===== src/rtl/sev_seg_capture.sv =====
// sev_seg_capture: recovers hex digits from an active-low abcdefg pad bus and delivers them through a one-deep valid/ready buffer.
// Optional macro SEV_SEG_CAPTURE_ERRCNT_EN adds a saturating illegal-glyph counter on err_count.
module sev_seg_capture #(
    parameter int STABLE_CYCLES = 4
) (
    input  logic       clk,
    input  logic       rst_n,
    input  logic [6:0] seg_n,
    input  logic       out_ready,
    input  logic       ovf_clr,
    output logic       out_valid,
    output logic [3:0] out_digit,
    output logic       out_err,
`ifdef SEV_SEG_CAPTURE_ERRCNT_EN
    output logic [7:0] err_count,
`endif
    output logic       overflow
);

    localparam logic [7:0] CNT_MAX = 8'(STABLE_CYCLES - 1);
    localparam logic [6:0] BLANK   = 7'h7F;

    typedef enum logic {TRACK, SETTLED} state_t;

    state_t     state_q, state_d;
    logic [6:0] sync1_q, sync1_d;
    logic [6:0] sync_q, sync_d;
    logic [6:0] cand_q, cand_d;
    logic [6:0] last_q, last_d;
    logic [7:0] cnt_q, cnt_d;
    logic       out_valid_q, out_valid_d;
    logic [3:0] out_digit_q, out_digit_d;
    logic       out_err_q, out_err_d;
    logic       overflow_q, overflow_d;

    logic [3:0] dec_digit;
    logic       dec_err;
    logic       commit;
    logic       new_pattern;
    logic       emit;
    logic       buf_free;

    always_comb begin
        dec_digit = 4'h0;
        dec_err   = 1'b0;
        case (cand_q)
            7'b0000001: dec_digit = 4'h0;
            7'b1001111: dec_digit = 4'h1;
            7'b0010010: dec_digit = 4'h2;
            7'b0000110: dec_digit = 4'h3;
            7'b1001100: dec_digit = 4'h4;
            7'b0100100: dec_digit = 4'h5;
            7'b0100000: dec_digit = 4'h6;
            7'b0001111: dec_digit = 4'h7;
            7'b0000000: dec_digit = 4'h8;
            7'b0000100: dec_digit = 4'h9;
            7'b0001000: dec_digit = 4'hA;
            7'b1100000: dec_digit = 4'hB;
            7'b0110001: dec_digit = 4'hC;
            7'b1000010: dec_digit = 4'hD;
            7'b0110000: dec_digit = 4'hE;
            7'b0111000: dec_digit = 4'hF;
            default:    dec_err   = 1'b1;
        endcase
    end

    // Stability tracker: a pattern must survive STABLE_CYCLES clocks in cand before it commits.
    always_comb begin
        sync1_d = seg_n;
        sync_d  = sync1_q;
        state_d = state_q;
        cand_d  = cand_q;
        cnt_d   = cnt_q;
        commit  = 1'b0;
        case (state_q)
            TRACK: begin
                if (sync_q != cand_q) begin
                    cand_d = sync_q;
                    cnt_d  = 8'd0;
                end else if (cnt_q < CNT_MAX) begin
                    cnt_d = cnt_q + 8'd1;
                end else begin
                    commit  = 1'b1;
                    state_d = SETTLED;
                end
            end
            SETTLED: begin
                if (sync_q != cand_q) begin
                    cand_d  = sync_q;
                    cnt_d   = 8'd0;
                    state_d = TRACK;
                end
            end
            default: state_d = TRACK;
        endcase
    end

    // Blank updates last without emitting, so a digit repeated across a blank is reported again.
    always_comb begin
        new_pattern = commit && (cand_q != last_q);
        emit        = new_pattern && (cand_q != BLANK);
        buf_free    = !out_valid_q || out_ready;
        last_d      = new_pattern ? cand_q : last_q;
        out_valid_d = out_valid_q;
        out_digit_d = out_digit_q;
        out_err_d   = out_err_q;
        overflow_d  = ovf_clr ? 1'b0 : overflow_q;
        if (emit && buf_free) begin
            out_valid_d = 1'b1;
            out_digit_d = dec_digit;
            out_err_d   = dec_err;
        end else if (emit) begin
            overflow_d = 1'b1;
        end else if (out_valid_q && out_ready) begin
            out_valid_d = 1'b0;
        end
    end

    always_ff @(posedge clk or negedge rst_n) begin
        if (!rst_n) begin
            state_q     <= TRACK;
            sync1_q     <= BLANK;
            sync_q      <= BLANK;
            cand_q      <= BLANK;
            last_q      <= BLANK;
            cnt_q       <= 8'd0;
            out_valid_q <= 1'b0;
            out_digit_q <= 4'h0;
            out_err_q   <= 1'b0;
            overflow_q  <= 1'b0;
        end else begin
            state_q     <= state_d;
            sync1_q     <= sync1_d;
            sync_q      <= sync_d;
            cand_q      <= cand_d;
            last_q      <= last_d;
            cnt_q       <= cnt_d;
            out_valid_q <= out_valid_d;
            out_digit_q <= out_digit_d;
            out_err_q   <= out_err_d;
            overflow_q  <= overflow_d;
        end
    end

`ifdef SEV_SEG_CAPTURE_ERRCNT_EN
    logic [7:0] err_count_q, err_count_d;

    // Dropped commits count too; an increment in the clearing cycle still lands.
    always_comb begin
        err_count_d = ovf_clr ? 8'd0 : err_count_q;
        if (emit && dec_err && (err_count_d != 8'hFF)) begin
            err_count_d = err_count_d + 8'd1;
        end
    end

    always_ff @(posedge clk or negedge rst_n) begin
        if (!rst_n) begin
            err_count_q <= 8'd0;
        end else begin
            err_count_q <= err_count_d;
        end
    end

    assign err_count = err_count_q;
`endif

    assign out_valid = out_valid_q;
    assign out_digit = out_digit_q;
    assign out_err   = out_err_q;
    assign overflow  = overflow_q;

endmodule


===== config.mk =====
export PLATFORM = sky130hd
export DESIGN_NAME = sev_seg_capture
export DESIGN_NICKNAME = d
export VERILOG_FILES = /design/src/rtl/sev_seg_capture.sv
export SDC_FILE = /design/constraint.sdc
export NUM_CORES = 1
export LEC_CHECK = 0
export BUFFER_PORTS_ARGS = -buffer_cell sky130_fd_sc_hd__buf_2
export CAP_MARGIN = 10
export CORE_ASPECT_RATIO = 0.7
export CORE_MARGIN = 5
export CORE_UTILIZATION = 52
export DETAILED_ROUTE_END_ITERATION = 8
export PLACE_DENSITY = 0.74
export SETUP_SLACK_MARGIN = 0.1
export SYNTH_ARGS = -nofsm -noshare
export SYNTH_HDL_FRONTEND = slang
export SYNTH_SLANG_ARGS = --single-unit

===== constraint.sdc =====
create_clock -name clk -period 2.2 [get_ports clk]
set_input_delay 0.22 -clock clk [delete_from_list [all_inputs] [get_ports clk]]
set_output_delay 0.22 -clock clk [all_outputs]
set_load 0.05 [all_outputs]

## After elaboration in Yosys (flattened, before gate mapping)

Cells that the tools add are included.
Widths: inputs -> output; s select.

| storage, ports and cells | value |
|---|---|
| register bits | 44 |

| cells by class | value |
|---|---|
| bitwise gates (word level) | 1 |
| $lt $le $gt $ge | 1 |
| add/sub/neg operators | 1 |
| multiplexer cells | 18 |
| equal/unequal tests | 21 |
| reductions and logical operators | 11 |

Operator list:

| cell | count |
|---|---|
| $pmux 4 s15 | 1 |
| $eq 7x6->1 const B | 5 |
| $eq 7x7->1 const B | 4 |
| $mux 8 | 3 |
| $pmux 8 s2 | 1 |
| $reduce_or 16->1 | 1 |
| $eq 7x3->1 const B | 2 |
| $eq 7x4->1 const B | 2 |
| $ne 7x7->1 | 2 |
| $mux 1 | 11 |
| $add 8x1->8 const B | 1 |
| $lt 8x2->1 const B | 1 |
| $eq 7x1->1 const B | 1 |
| $eq 7x5->1 const B | 1 |
| $logic_not 7->1 | 1 |
| $mux 7 | 1 |
| $ne 7x7->1 const B | 1 |
| $logic_and 1x1->1 | 4 |
| $ne 2x1->1 const B | 2 |
| $reduce_and 2->1 | 2 |
| $ne 3x3->1 const B | 1 |
| $pmux 1 s2 | 1 |
| $reduce_bool 2->1 | 1 |
| $logic_not 1->1 | 1 |
| 2 further kinds | 2 |

## Depth between registers and ports, before layout

| logic depth | value |
|---|---|
| depth after elaboration | 9 |
| depth in mapped cells | 8 |

## Least setup slack after synthesis

OpenSTA, ideal clock, no wires.

| path | value |
|---|---|
| path kind | reg2reg |
| from | register cand_q[6] |
| to | register out_digit_q[0] (netlist: out_digit[0]) |
| setup time | 0.125 ns |
| stages on the path, launching flop included | 8 |
| data arrival time | 1.968 ns |
| path buffers | 1 |
| setup slack | 0.106 ns |
| cells stage by stage | dfstp_2 -> buf_6 -> xnor2_2 -> nand4_1 -> nor4_4 -> nand4b_4 -> nor2_8 -> mux2_4 |

| on the way | value |
|---|---|
| word-level cells in the longest chain between the ends | 6 |
| elaborated cells on any way between the ends | 24 |

RTL lines:

| element | line | source |
|---|---|---|
| start, declared | 28 | `logic [6:0] cand_q, cand_d;` |
| start signal, assigned | 135 | `cand_q <= cand_d;` |
| $ne 7x7->1 | 77 | `if (sync_q != cand_q) begin` |
| $mux 1 | 77 |  |
| $mux 1 | 75 | `case (state_q)` |
| $logic_and 1x1->1 | 100 | `new_pattern = commit && (cand_q != last_q);` |
| $logic_and 1x1->1 | 101 | `emit = new_pattern && (cand_q != BLANK);` |
| $logic_and 1x1->1 | 108 | `if (emit && buf_free) begin` |
| end signal, assigned | 139 | `out_digit_q <= out_digit_d;` |
| end, declared | 32 | `logic [3:0] out_digit_q, out_digit_d;` |

Several ways; a longest one is shown, not always the timed one.
A chain may end at the register's enable or synchronous reset.

## Worst setup path after layout

| path | value |
|---|---|
| from | register cand_q[5] |
| to | register out_err_q (netlist: out_err) |

| on the way | value |
|---|---|
| word-level cells in the longest chain between the ends | 6 |
| elaborated cells on any way between the ends | 26 |

RTL lines:

| element | line | source |
|---|---|---|
| $ne 7x7->1 | 77 |  |
| $mux 1 | 77 |  |
| $mux 1 | 75 |  |
| $logic_and 1x1->1 | 100 |  |
| $logic_and 1x1->1 | 101 |  |
| $logic_and 1x1->1 | 108 |  |
| end signal, assigned | 140 | `out_err_q <= out_err_d;` |
| end, declared | 33 | `logic out_err_q, out_err_d;` |

Several ways; a longest one is shown, not always the timed one.

==> flow_summary.toml <==
[layout]
layout.nets = 198
drive_above_1_share_pct = 43.3
syn_to_final_growth_pct = 14.6
fill_cells = 269
n_antenna_cell = 0

[cts]
clk_pin_slew_ps = 80
cts-root-buf = "clkbuf_8"
clk_latency_ps = 300
numCtsBuffers = 5
cts_tree = "built"
numClockSinks = 44
cts_buffer_depth = 2
htree_num_levels = 2

[routing]
wl_met3_um = 223
dr.max_layer_used = "met4"
wl_met1_um = 1600
firstDrtPassIters = 4
routed_wl_um = 3560
postRouteAntennaNets = 0
met2_length_um = 1630
drc = 0
drt_iter0_markers = 70
viasPerCell = 5.39
wl_per_cell_um = 15.0
vias = 1278

[synthesis]
ys_seq_area_share_pct = 56.7
synth_mux_area_share_pct = 8.18
synth_nets = 175
synthSimpleGateAreaFrac_pct = 17.2
synthArstFlopShare_pct = 100
synth_area_per_cell_um2 = 12.3
synthAdderAreaFrac_pct = 0.624
synth_cell_types = 39
synth_edf_count = 0
synth_top_family_by_area = "simple AND/OR/NAND/NOR gates"
yosys_warnings = 0
synth-main-ff-cell = "dfstp_2"
synth_compound_area_share_pct = 5.68
ys_ff_latch = 44
syn_area_um2 = 2000
synth_xor_area_share_pct = 7.37
syn_inst = 163

[timing]
max_freq_mhz = 481
maxSlewHeadroom_pct = 40.0
setup-tns-final_ps = 0
fin_skew_ps = 7.14
slew_viol_final = 0
rsz0062_at_grt = "false"
setup_slack_ps = 123
whs_ps = 18.5
fin_crit_sh_pct = 94.4
finalSetupViolations = 0
worst_slew_pin_slew_ps = 900
fin_crit_ps = 2080
hold_viol_final = 0

[floorplanning]
die_h_um = 61.9
io_pins = 18
initial_core_util_pct = 55.3
design.die.area_um2 = 5220
coreArea_um2 = 3630
num_rows = 18
die_w_um = 84.2

[pwr]
peakVddDrop_v = 0.000460
p_per_area_nw_per_um2 = 637
leakagePower_nw = 1.03

[placed_design]
dp_hpwl_um = 2380
pre_cts_slack_ps = 102
gp_congestion = 0.874
port_buffers = 17

[global_route]
grt_pass1_vias = 1271
grt_max_degree = 45
antenna_found_initial = 0
grt_pass1_wl_um = 6090
grt_overflow = 0
grtUsageTotal_pct = 15.5

[worst_setup_path]
start_kind = "flip-flop"
critPathRequiredTime_ps = 2380
arrival_ps = 2260
worstSetupEndpointType = "flip-flop"
critPathKind = "flip-flop to flip-flop"
critPathMaxStageDelay_ps = 680
cpMaxStageDelayCell = "dfstp_2"
crit_chain = "nand2_1, o31a_1, o41ai_1, nor4bb_1, mux2_4"
critPathMaxFanout = 12

[flow_run]
cap_violations = 0

[outcome]
status = "complete, no violations"

[hold_path]
hp-class = "input port to flip-flop"
metal layers:
layer	vias up	global-route usage, %
li1	602	-
met1	613	20.2
met2	50	22.8
met3	13	4.74
met4	0	10.1
met5	-	0
layout by cell type, fill, tap and decap left out, types with 2 or more instances in the layout:
master and count:
buf_4 10, buf_2 17, nand4_1 4, nor3_1 3, mux2_2 7, nand3_1 2, clkbuf_8 5, dfrtp_1 16
and2_1 7, o211ai_1 2, xnor2_1 6, xor2_1 9, dlygate4sd3_1 3, nor4_1 4, inv_1 2, mux2_4 5
nor4b_1 2, nand2b_1 6, a211o_1 2, dfstp_2 28, a21oi_1 2, nand2_1 13, nor2_1 7, nor2b_1 2
o21ai_0 3
Yosys cell counts (2+ instances only):
| cell | n | share of area, % |
|---|---|---|
| mux2_2 | 7 | 3.9 |
| nand2_1 | 13 | 2.4 |
| nand3_1 | 2 | 0.50 |
| o211ai_1 | 2 | 0.75 |
| dfrtp_1 | 16 | 20 |
| nor2_1 | 7 | 1.3 |
| xnor2_1 | 6 | 2.6 |
| a211o_1 | 2 | 0.87 |
| o21ai_0 | 3 | 0.75 |
| and2_1 | 7 | 2.2 |
| buf_2 | 3 | 0.75 |
| nand4_1 | 4 | 1.2 |
| nor2b_1 | 2 | 0.62 |
| dfstp_2 | 28 | 37 |
| xor2_1 | 9 | 3.9 |
| nand2b_1 | 6 | 1.9 |
| nor4_1 | 4 | 1.2 |
| clkbuf_1 | 11 | 2.1 |
| a21oi_1 | 2 | 0.50 |
| nor4b_1 | 2 | 0.87 |
| inv_1 | 2 | 0.37 |
| nor3_1 | 3 | 0.75 |
| mux2_4 | 5 | 3.7 |
| buf_6 | 2 | 1.1 |
final timing paths:
check / slack (ps) / cells past startpoint / from / to
max in group asynchronous: 1590 / 1 / rst_n / overflow$_DFF_PN0_
min in group asynchronous: 50 / 1 / rst_n / cnt_q[5]$_DFFE_PN0P_
max reg2reg: 120 / 5 / cand_q[5]$_DFFE_PN1P_ / out_err$_DFFE_PN0P_
min reg2reg: 360 / 0 / sync1_q[4]$_DFF_PN1_ / sync_q[4]$_DFF_PN1_
max: 120 / 5 / cand_q[5]$_DFFE_PN1P_ / out_err$_DFFE_PN0P_
min: 20 / 1 / seg_n[1] / sync1_q[1]$_DFF_PN1_
state kept, by name (all words and copies together), names as in the netlist:
register   cells
state_q        1
sync1_q        7
cand_q         7
cnt_q          8
last_q         7
out_err        1
out_valid      1
sync_q         7
out_digit      4
overflow       1
metrics by stage:
step           instances  total power, mW  util, %  cell area [um2]
3_5_place_dp         219            0.977     58.2             2110
5_1_grt              237             1.53     63.4             2300
6_report             237             1.46     63.4             2300
4_1_cts              231             1.47     61.5             2230
2_1_floorplan        163            0.943        -             2000
3_3_place_gp         219            0.971     58.2             2110
critical path: cells and delay by family (launching register included):
kind / cells / cell delay (ps)
AOI/OAI and AO/OA: 2 / 750
and+or+nand+nor: 2 / 240
DFF: 1 / 680
muxes: 1 / 280
what timing repair did:
item                                    in CTS  in global routing
resized for setup                            0                  2
hold buffers                                 2                  1
pin swaps                                    0                  1
buffers inserted                             2                  5
hold endpoints to repair                     2                  1
endpoints found under the setup margin       5                 12
gates cloned                                 0                  0
cell families (layout without fill, tap and decap cells):
group           count (synthesis)  after routing
buf+inv                        18             42
flops                          44             44
mux                            13             13
xor+xnor                       16             16
simple gates                   55             55
fa+ha+maj                       1              1
compound gates                 16             16
power by group:
part / switching, mW / internal, mW / total [mW]
clock: 0.259 / 0.223 / 0.481
sequential: 0.0202 / 0.845 / 0.866
combinational: 0.0634 / 0.0530 / 0.116
area by class of cell:
class / instances / area [um2] / share of cell area [%]
clock buffers: 6 / 72.6 / 3.16
flip-flops and latches: 44 / 1140 / 49.5
well taps: 50 / 62.6 / 2.72
repair buffers: 32 / 221 / 9.64
inverters: 2 / 7.51 / 0.327
clock inverters: 2 / 11.3 / 0.490
multi-input cells: 101 / 786 / 34.2
(Power assumes the default switching activity.)
